## src/rtl/tlm_batch_drv_if.sv

```systemverilog
// Batch load and item stream bundle for tlm_batch_drv.
// master = transactor side, slave = host loader plus DUT pins.
interface tlm_batch_drv_if #(
   parameter int NUM         = 100,
   parameter int CHANNELS    = 2,
   parameter int FIELD_WIDTH = 8,
   parameter int ITEM_WIDTH  = CHANNELS * FIELD_WIDTH,
   parameter int CNT_W       = $clog2(NUM + 1)
);
   logic                      load_valid;
   logic                      load_ready;
   logic [NUM*ITEM_WIDTH-1:0] load_data;
   logic [CNT_W-1:0]          load_count;
   logic                      out_valid;
   logic                      out_ready;
   logic [ITEM_WIDTH-1:0]     out_data;
   logic                      out_last;

   modport master (
      input  load_valid, load_data, load_count, out_ready,
      output load_ready, out_valid, out_data, out_last
   );

   modport slave (
      output load_valid, load_data, load_count, out_ready,
      input  load_ready, out_valid, out_data, out_last
   );
endinterface

```

## src/rtl/tlm_batch_drv.sv

```systemverilog
// Ping-pong batch transactor: whole-batch load, item-by-item stream out.
// Optional counters: define TLM_DRV_STATS_EN.
module tlm_batch_drv #(
   parameter int NUM           = 100,
   parameter int CHANNELS      = 2,
   parameter int FIELD_WIDTH   = 8,
   localparam int ITEM_WIDTH   = CHANNELS * FIELD_WIDTH,
   localparam int CNT_W        = $clog2(NUM + 1)
) (
   input  logic clk_i,
   input  logic reset_i,
   tlm_batch_drv_if.master bus,
   output logic batch_done_o,
   output logic busy_o
`ifdef TLM_DRV_STATS_EN
   ,
   output logic [31:0] items_sent_o,
   output logic [31:0] stall_cycles_o
`endif
);

   localparam int BANK_W = NUM * ITEM_WIDTH;
   localparam int BW = (BANK_W > 1) ? $clog2(BANK_W) : 1;

   typedef enum logic {IDLE, STREAM} state_t;

   state_t            state_q;
   logic [1:0]        full_q;
   logic              wr_sel_q;
   logic              rd_sel_q;
   logic [CNT_W-1:0]  idx_q;
   logic [CNT_W-1:0]  cnt_q [2];
   logic [BANK_W-1:0] bank_q [2];
   logic              done_q;

   logic             load_fire;
   logic             load_take;
   logic [CNT_W-1:0] load_n;
   logic             out_fire;
   logic             is_last;
   logic [BW-1:0]    rd_base;

   assign bus.load_ready = !full_q[wr_sel_q];
   assign load_fire = bus.load_valid && bus.load_ready;
   // An empty batch completes the handshake but never claims a bank.
   assign load_take = load_fire && (bus.load_count != '0);
   assign load_n = (bus.load_count > CNT_W'(NUM))
                 ? CNT_W'(NUM) : bus.load_count;

   assign bus.out_valid = (state_q == STREAM);
   assign out_fire = bus.out_valid && bus.out_ready;
   assign is_last = (idx_q == cnt_q[rd_sel_q] - CNT_W'(1));
   assign rd_base = BW'(idx_q) * BW'(ITEM_WIDTH);
   assign bus.out_last = bus.out_valid && is_last;
   assign bus.out_data = bus.out_valid
                       ? bank_q[rd_sel_q][rd_base +: ITEM_WIDTH]
                       : '0;

   assign batch_done_o = done_q;
   assign busy_o = |full_q;

   always_ff @(posedge clk_i) begin
      if (load_take) begin
         bank_q[wr_sel_q] <= bus.load_data;
         cnt_q[wr_sel_q]  <= load_n;
      end
   end

   always_ff @(posedge clk_i) begin
      if (!reset_i) begin
         state_q  <= IDLE;
         full_q   <= '0;
         wr_sel_q <= 1'b0;
         rd_sel_q <= 1'b0;
         idx_q    <= '0;
         done_q   <= 1'b0;
      end else begin
         done_q <= 1'b0;
         if (load_take) begin
            full_q[wr_sel_q] <= 1'b1;
            wr_sel_q <= ~wr_sel_q;
         end
         unique case (state_q)
            IDLE: begin
               if (full_q[rd_sel_q]) state_q <= STREAM;
            end
            STREAM: begin
               if (out_fire) begin
                  if (is_last) begin
                     full_q[rd_sel_q] <= 1'b0;
                     rd_sel_q <= ~rd_sel_q;
                     idx_q    <= '0;
                     done_q   <= 1'b1;
                     // A load landing now can only target the other bank.
                     if (!(full_q[!rd_sel_q] || load_take))
                        state_q <= IDLE;
                  end else begin
                     idx_q <= idx_q + CNT_W'(1);
                  end
               end
            end
         endcase
      end
   end

`ifdef TLM_DRV_STATS_EN
   always_ff @(posedge clk_i) begin
      if (!reset_i) begin
         items_sent_o   <= '0;
         stall_cycles_o <= '0;
      end else begin
         if (out_fire)
            items_sent_o <= items_sent_o + 32'd1;
         if (bus.out_valid && !bus.out_ready)
            stall_cycles_o <= stall_cycles_o + 32'd1;
      end
   end
`endif

endmodule
```

## src/flat_wrapper.sv

```systemverilog
// flat-port wrapper written by rule: the top's interface ports become plain ports
module tlm_batch_drv_flat 
#(
   parameter int NUM           = 100,
   parameter int CHANNELS      = 2,
   parameter int FIELD_WIDTH   = 8,
   localparam int ITEM_WIDTH   = CHANNELS * FIELD_WIDTH,
   localparam int CNT_W        = $clog2(NUM + 1)
)
  (clk_i, reset_i, batch_done_o, busy_o, bus_load_valid, bus_load_data, bus_load_count, bus_out_ready, bus_load_ready, bus_out_valid, bus_out_data, bus_out_last);
  tlm_batch_drv_if #(.NUM(NUM), .CHANNELS(CHANNELS), .FIELD_WIDTH(FIELD_WIDTH)) bus_i ();
  input  logic clk_i;
  input  logic reset_i;
  output logic batch_done_o;
  output logic busy_o;
  input wire logic [$bits(bus_i.load_valid)-1:0] bus_load_valid;
  input wire logic [$bits(bus_i.load_data)-1:0] bus_load_data;
  input wire logic [$bits(bus_i.load_count)-1:0] bus_load_count;
  input wire logic [$bits(bus_i.out_ready)-1:0] bus_out_ready;
  output wire logic [$bits(bus_i.load_ready)-1:0] bus_load_ready;
  output wire logic [$bits(bus_i.out_valid)-1:0] bus_out_valid;
  output wire logic [$bits(bus_i.out_data)-1:0] bus_out_data;
  output wire logic [$bits(bus_i.out_last)-1:0] bus_out_last;
  assign bus_i.load_valid = bus_load_valid;
  assign bus_i.load_data = bus_load_data;
  assign bus_i.load_count = bus_load_count;
  assign bus_i.out_ready = bus_out_ready;
  assign bus_load_ready = bus_i.load_ready;
  assign bus_out_valid = bus_i.out_valid;
  assign bus_out_data = bus_i.out_data;
  assign bus_out_last = bus_i.out_last;
  tlm_batch_drv #(.NUM(NUM), .CHANNELS(CHANNELS), .FIELD_WIDTH(FIELD_WIDTH)) u_core (.clk_i(clk_i), .reset_i(reset_i), .bus(bus_i), .batch_done_o(batch_done_o), .busy_o(busy_o));
endmodule
```

## config.mk

```make
export PLATFORM = sky130hd
export DESIGN_NAME = tlm_batch_drv_flat
export DESIGN_NICKNAME = d
export VERILOG_FILES = /design/src/rtl/tlm_batch_drv_if.sv /design/src/rtl/tlm_batch_drv.sv /design/src/flat_wrapper.sv
export SDC_FILE = /design/constraint.sdc
export NUM_CORES = 2
export LEC_CHECK = 0
export BUFFER_PORTS_ARGS = -buffer_cell sky130_fd_sc_hd__buf_2
export CAP_MARGIN = 30
export CORE_AREA = 2 2 641 643
export CTS_CLUSTER_SIZE = 40
export DETAILED_ROUTE_END_ITERATION = 10
export DIE_AREA = 0 0 643 645
export PLACE_DENSITY = 0.48
export SYNTH_ARGS = -nofsm -noshare
export SYNTH_HDL_FRONTEND = slang
export SYNTH_SLANG_ARGS = --single-unit
export TNS_END_PERCENT = 10
```

## constraint.sdc

```tcl
create_clock -name clk_i -period 226.2 [get_ports clk_i]
set_input_delay 45.24 -clock clk_i [delete_from_list [all_inputs] [get_ports clk_i]]
set_output_delay 45.24 -clock clk_i [all_outputs]
set_load 0.02 [all_outputs]
```

# Word level (Yosys, flattened, before mapping)

Memories as Yosys holds them, arrays and structs flattened. A register that Yosys moved wholly into a read port is not among the register bits.
Cells that the tools add are included.
W data, S select, Z words.

Memories: 2
Bits in registers: 13
Word-level logic and storage cells: 68
Output and inout bits: 21
Bits in writable memories: 3214

Muxes and demuxes: 30
Reductions and logical operators: 14
Bitwise operators: 6
Add/sub/neg operators: 2
Shift operators: 1
Equal/unequal tests: 1
Order comparisons: 6

Memory list:

| memory        | depth | bits a word | read ports | clocked after Yosys merged registers in | write ports | RTL line            | RTL |
|---|---|---|---|---|---|---|---|
| u_core.bank_q | 2     | 1600        | 1          | 1                                       | 1           | tlm_batch_drv.sv:33 | `logic [BANK_W-1:0] bank_q [2];` |
| u_core.cnt_q  | 2     | 7           | 1          | 1                                       | 1           | tlm_batch_drv.sv:32 | `logic [CNT_W-1:0] cnt_q [2];` |

Operator list:

| cell                  | number |
|---|---|
| $shiftx A1600 B12 Y16 | 1 |
| $mux W1               | 19 |
| $mux W16              | 1 |
| $mux W7               | 2 |
| $mux W2               | 5 |
| $add A7 B1 Y7 const B | 1 |
| $eq A7 B7 Y1          | 1 |
| $gt A7 B7 Y1 const B  | 1 |
| $reduce_bool A7 Y1    | 1 |
| $sub A7 B1 Y7 const B | 1 |
| $logic_and A1 B1 Y1   | 6 |
| $lt A1 B2 Y1 const B  | 3 |
| $reduce_and A3 Y1     | 2 |
| $not A1 Y1            | 3 |
| $and A2 B2 Y2         | 1 |
| $demux W1 S1          | 2 |
| $ge A1 B1 Y1 const B  | 2 |
| $logic_not A1 Y1      | 2 |
| $not A2 Y2            | 1 |
| $or A2 B2 Y2          | 1 |
| $pmux W1 S2           | 1 |
| $reduce_and A2 Y1     | 1 |
| $reduce_or A2 Y1      | 1 |
| $logic_or A1 B1 Y1    | 1 |

# Depth between registers and ports, before layout

Word-level depth: 11
Mapped depth: 15

# Worst setup path after synthesis

Ideal clock, no wire load.

Path kind: input port to flip-flop
From: input port bus_load_count[3]
To: register u_core.full_q[1]
Required time: 225944 ps
Arrival: 166709 ps
Path slack: 59235 ps
Cell stages on the path: 6
Path buffers: 0
Path through: nor2_1 nand2_1 o41ai_1 nor3b_1 o21ai_0 a21oi_1

Word-level cells in the longest chain between the ends: 8

Ends and longest elaborated chain:

| item                           | RTL line            | RTL |
|---|---|---|
| start: declaration             | flat_wrapper.sv:18  | `input wire logic [$bits(bus_i.load_count)-1:0] bus_load_count;` |
| $reduce_bool A7 Y1 (*)         | tlm_batch_drv.sv:46 | `assign load_take = load_fire && (bus.load_count != '0);` |
| $logic_and A1 B1 Y1 (*)        | tlm_batch_drv.sv:46 |  |
| $mux W2 (*)                    | tlm_batch_drv.sv:79 | `if (load_take) begin` |
| $mux W2 (*)                    | tlm_batch_drv.sv:70 | `if (!reset_i) begin` |
| $and A2 B2 Y2 (no source line) | --                  |  |
| $mux W2                        | tlm_batch_drv.sv:89 | `if (is_last) begin` |
| $mux W2                        | tlm_batch_drv.sv:88 | `if (out_fire) begin` |
| $mux W2 (*)                    | tlm_batch_drv.sv:83 | `unique case (state_q)` |
| end signal: assignment         | tlm_batch_drv.sv:72 | `full_q <= '0;` |
| end signal: indexed assignment | tlm_batch_drv.sv:80 | `full_q[wr_sel_q] <= 1'b1;` |
| end signal: indexed assignment | tlm_batch_drv.sv:90 | `full_q[rd_sel_q] <= 1'b0;` |
| end: declaration               | tlm_batch_drv.sv:28 | `logic [1:0] full_q;` |

Every way passes the cells marked *; elsewhere a longest branch is shown, timed or not. The select of a mux whose other input is x is not followed.
A chain may end at the register's enable or synchronous reset.

==> metrics.md <==
| Metric | Value |
|---|---|
| Core Box Area | 408,000 sq um |
| Leading register cell type out of synthesis | edfxtp_1 |
| Top cell type's share of synthesized area | 77.0% |
| HPWL Detailed | 410 mm |
| Worst r2r src | u_core.wr_sel_q |
| Yosys top cell by area | edfxtp_1 |
| Hold crit path type | register to register |
| Final Slew Violations | 0 |
| Clock root buffer | clkbuf_16 |
| Gp weighted congestion | 0.832 |
| Relative max-transition margin | 18.1% |
| Post-synth EDFFs | 3,214 |
| DRT Wirelength | 548 mm |
| Cell area after synthesis | 125,000 sq um |
| Final worst setup slack | 174,030 ps |
| R2r endpoint | u_core.bank_q[1][1442] |
| Worst Path Max Fanout | 44 |
| Max Freq | 19.2 MHz |
| Power Density | 9.14 nW/um^2 |
| Fin crit share | 23.1% |
| Number of vias per cell | 5.24 |
| Number of setup violations in the final report | 0 |
| Pre-CTS WS | 174,720 ps |
| Clock slew at reported path FFs | 50 ps |
| Clk_skew | 37.8 ps |
| RSZ-0062 raised after global routing | false |
| # nets final | 9,313 |
| WL/cell | 40.0 microns |
| Row Count | 235 |
| #FFs+latches synth | 3,228 |
| Clk buf depth | 4 |
| GRT Total Usage | 25.7% |
| I/O Buffers | 1,631 |
| Synth warn | 0 |
| Synth top area cells | edfxtp_1 77%, mux4_2 10%, mux2i_1 3.5% |
| CTS Buf Count | 366 |
| Min-delay src | u_core.rd_sel_q |
| Synthesized area per cell | 21.7 sq um |
| ANT nets after route | 0 |
| Worst IR Drop VDD | 0.00763 mV |
| Mapped Cells | 5,777 |
| Starting density of the core | 30.7% |
| Drt first-iter violations | 7,721 |
| Cell variety after synth | 84 |
| LEAKAGE | 50.0 nW |
| Area Overhead vs Synth | 21.5% |
| Hold-critical path endpoint | u_core.full_q[1] |
| Layout cells sized above 1 | 38.5% |
| DIE WIDTH | 643 microns |
| Worst r2r path cells | 6 |
| DRC viols | 0 |
| First-pass GRT wire length | 699 mm |
| Area of the die | 415,000 sq um |
| Setup repair bufs after CTS | 0 |
| Boundary Pins | 1,632 |
| Pre-Repair DR Iteration Count | 6 |
| Inst Count DP | 12,775 |
| Pin count of the biggest net entering global routing | 160 |
| Antenna violations before repair | 746 |
| Syn nets | 7,390 |
| Hold Path Depth | 1 |
| CTS sink count | 3,228 |
| Outcome | completed |
| Max-cap violations | 0 |
| Kind of critical path | register to output pin |
| WP data arrival | 6930 ps |
| CTS tree | yes |
| Vias | 71,843 |
| Setup TNS | 0 ps |
| Ys async rst share | 0% |
| Setup crit end kind | output pin |
| Quantity of hold-fixing buffers added after cts | 0 |
| R2r setup slk | 221,360 ps |
| Gr ovfl total | 0 |
| Non-Filler Instances | 13,700 |
| Post-cts repair resize count | 0 |
| Req. time, crit path | 180,960 ps |
| Final Hold Viols | 0 |
| Vias in the first global route | 72,164 |
| Die Ht | 645 microns |
| Register area share after synthesis | 77.2% |
| Clk Latency, worst-skew pair | 980 ps |
| H-tree Lvls | 5 |
| CP Launch Type | register |
| Number of fill cells | 38,099 |
| Worst Tran Pin Value | 1230 ps |
| Fin crit period | 52,170 ps |
==> worst max-delay path by stage <==
stage,startpoint,endpoint,slack (ps),depth (start not counted)
6_report,register,bus_out_data[15],174030,11
2_1_floorplan,bus_load_count[3],u_core.full_q[1],59230,6
5_1_grt,register,bus_out_data[2],173650,10
3_5_place_dp,register,bus_out_data[2],174720,10
3_3_place_gp,u_core.idx_q[0],bus_out_data[11],174270,10
4_1_cts,register,bus_out_data[2],173650,10
==> registers in the layout, indices dropped and copies added, names as in the netlist, named ones only <==
| signal | count |
|---|---|
| u_core.rd_sel_q | 1 |
| u_core.full_q | 2 |
| u_core.bus.out_valid | 1 |
| u_core.bank_q | 3200 |
| u_core.batch_done_o | 1 |
| u_core.idx_q | 7 |
| u_core.wr_sel_q | 1 |
| u_core.cnt_q | 14 |
==> area by class of cell <==
class | instances | area, sq um | area share (%)
multi-input combinational | 2208 | 26100 | 17.1
clock inverter | 206 | 1750 | 1.15
antenna | 252 | 631 | 0.414
tap | 5451 | 6820 | 4.48
clock buffer | 459 | 9550 | 6.27
inverter | 12 | 65.1 | 0.0427
timing repair buffer | 1884 | 10600 | 6.94
sequential | 3228 | 96800 | 63.6
==> cells in the mapped netlist (all sizes together), types with 9 or more instances <==
cell / number
a211oi: 29
a21oi: 105
a221o: 25
a221oi: 108
a22oi: 81
a31oi: 35
and2: 11
and3: 13
buf: 226
clkbuf: 102
dfxtp: 14
edfxtp: 3214
inv: 10
mux2: 56
mux2i: 439
mux4: 603
nand2: 148
nand2b: 15
nand3: 51
nor2: 63
nor2b: 19
nor3: 42
nor4: 13
o2111ai: 12
o211ai: 20
o21ai: 109
o221ai: 32
o22ai: 51
or3: 9
==> metal layers <==
metal,wire length [microns],GRT usage [%]
met2,280000,44.9
met1,200000,29.5
met3,44600,7.50
met5,1600,0
met4,22400,10.2
==> placed cells by master, fill, tap and decap left out, types with 12 or more instances in the layout <==
cell type,count
edfxtp_1,3214
buf_2,1636
mux4_2,572
mux2i_1,432
clkbuf_16,368
diode_2,252
buf_4,208
nand2_1,141
clkinv_1,108
a21oi_1,103
o21ai_0,93
a221oi_1,91
clkbuf_1,91
a22oi_1,81
mux2_2,55
o22ai_1,51
nand3_1,51
nor2_1,49
clkinv_2,45
nor3_1,38
a31oi_1,34
o221ai_1,32
mux4_1,31
a221o_1,25
a211oi_1,23
o211ai_1,20
bufinv_16,18
a221oi_2,17
buf_12,17
o21ai_1,16
and3_1,13
nor4_1,13
buf_16,13
nor2b_1,12
o2111ai_1,12
nand2b_1,12
==> worst max-delay path, stage by stage (launching register included) <==
cell and delay [ps]:
dfxtp_4 660, buf_4 660, buf_4 810, buf_4 810, mux2i_1 220, a221oi_2 550, o21ai_0 170, o31a_1 130
o21ai_0 440, a32oi_1 190, a41oi_1 750, buf_2 310
==> cells by family after synthesis <==
| kind of cell | count (synthesis) | synth area share, % |
|---|---|---|
| flip-flops | 3228 | 77.2 |
| AO/OA/AOI/OAI | 685 | 3.93 |
| XOR/XNOR | 11 | 0.0769 |
| AND/OR/NAND/NOR | 412 | 1.57 |
| buffers and inverters | 341 | 2.23 |
| adder cells (fa/ha/maj) | 2 | 0.0200 |
| multiplexers | 1098 | 14.9 |
==> through the flow <==
step	instance area, sq um	utilization, %	total power [mW]	hold slack, ps
after floorplan	125000	-	0.948	481
after global placement	140000	34.2	0.832	512
after detailed placement	140000	34.3	0.837	532
after CTS	151000	37.1	1.40	545
after global routing	152000	37.2	1.43	582
final	152000	37.3	1.39	545
==> where the power goes <==
group          leakage [nW]  internal (mW)  switching, mW
sequential             30.0          0.705        0.00870
combinational          14.5         0.0365         0.0733
clock                  5.49          0.321          0.248
total                  50.0           1.06          0.330
Power figures use the tool's default switching activity.
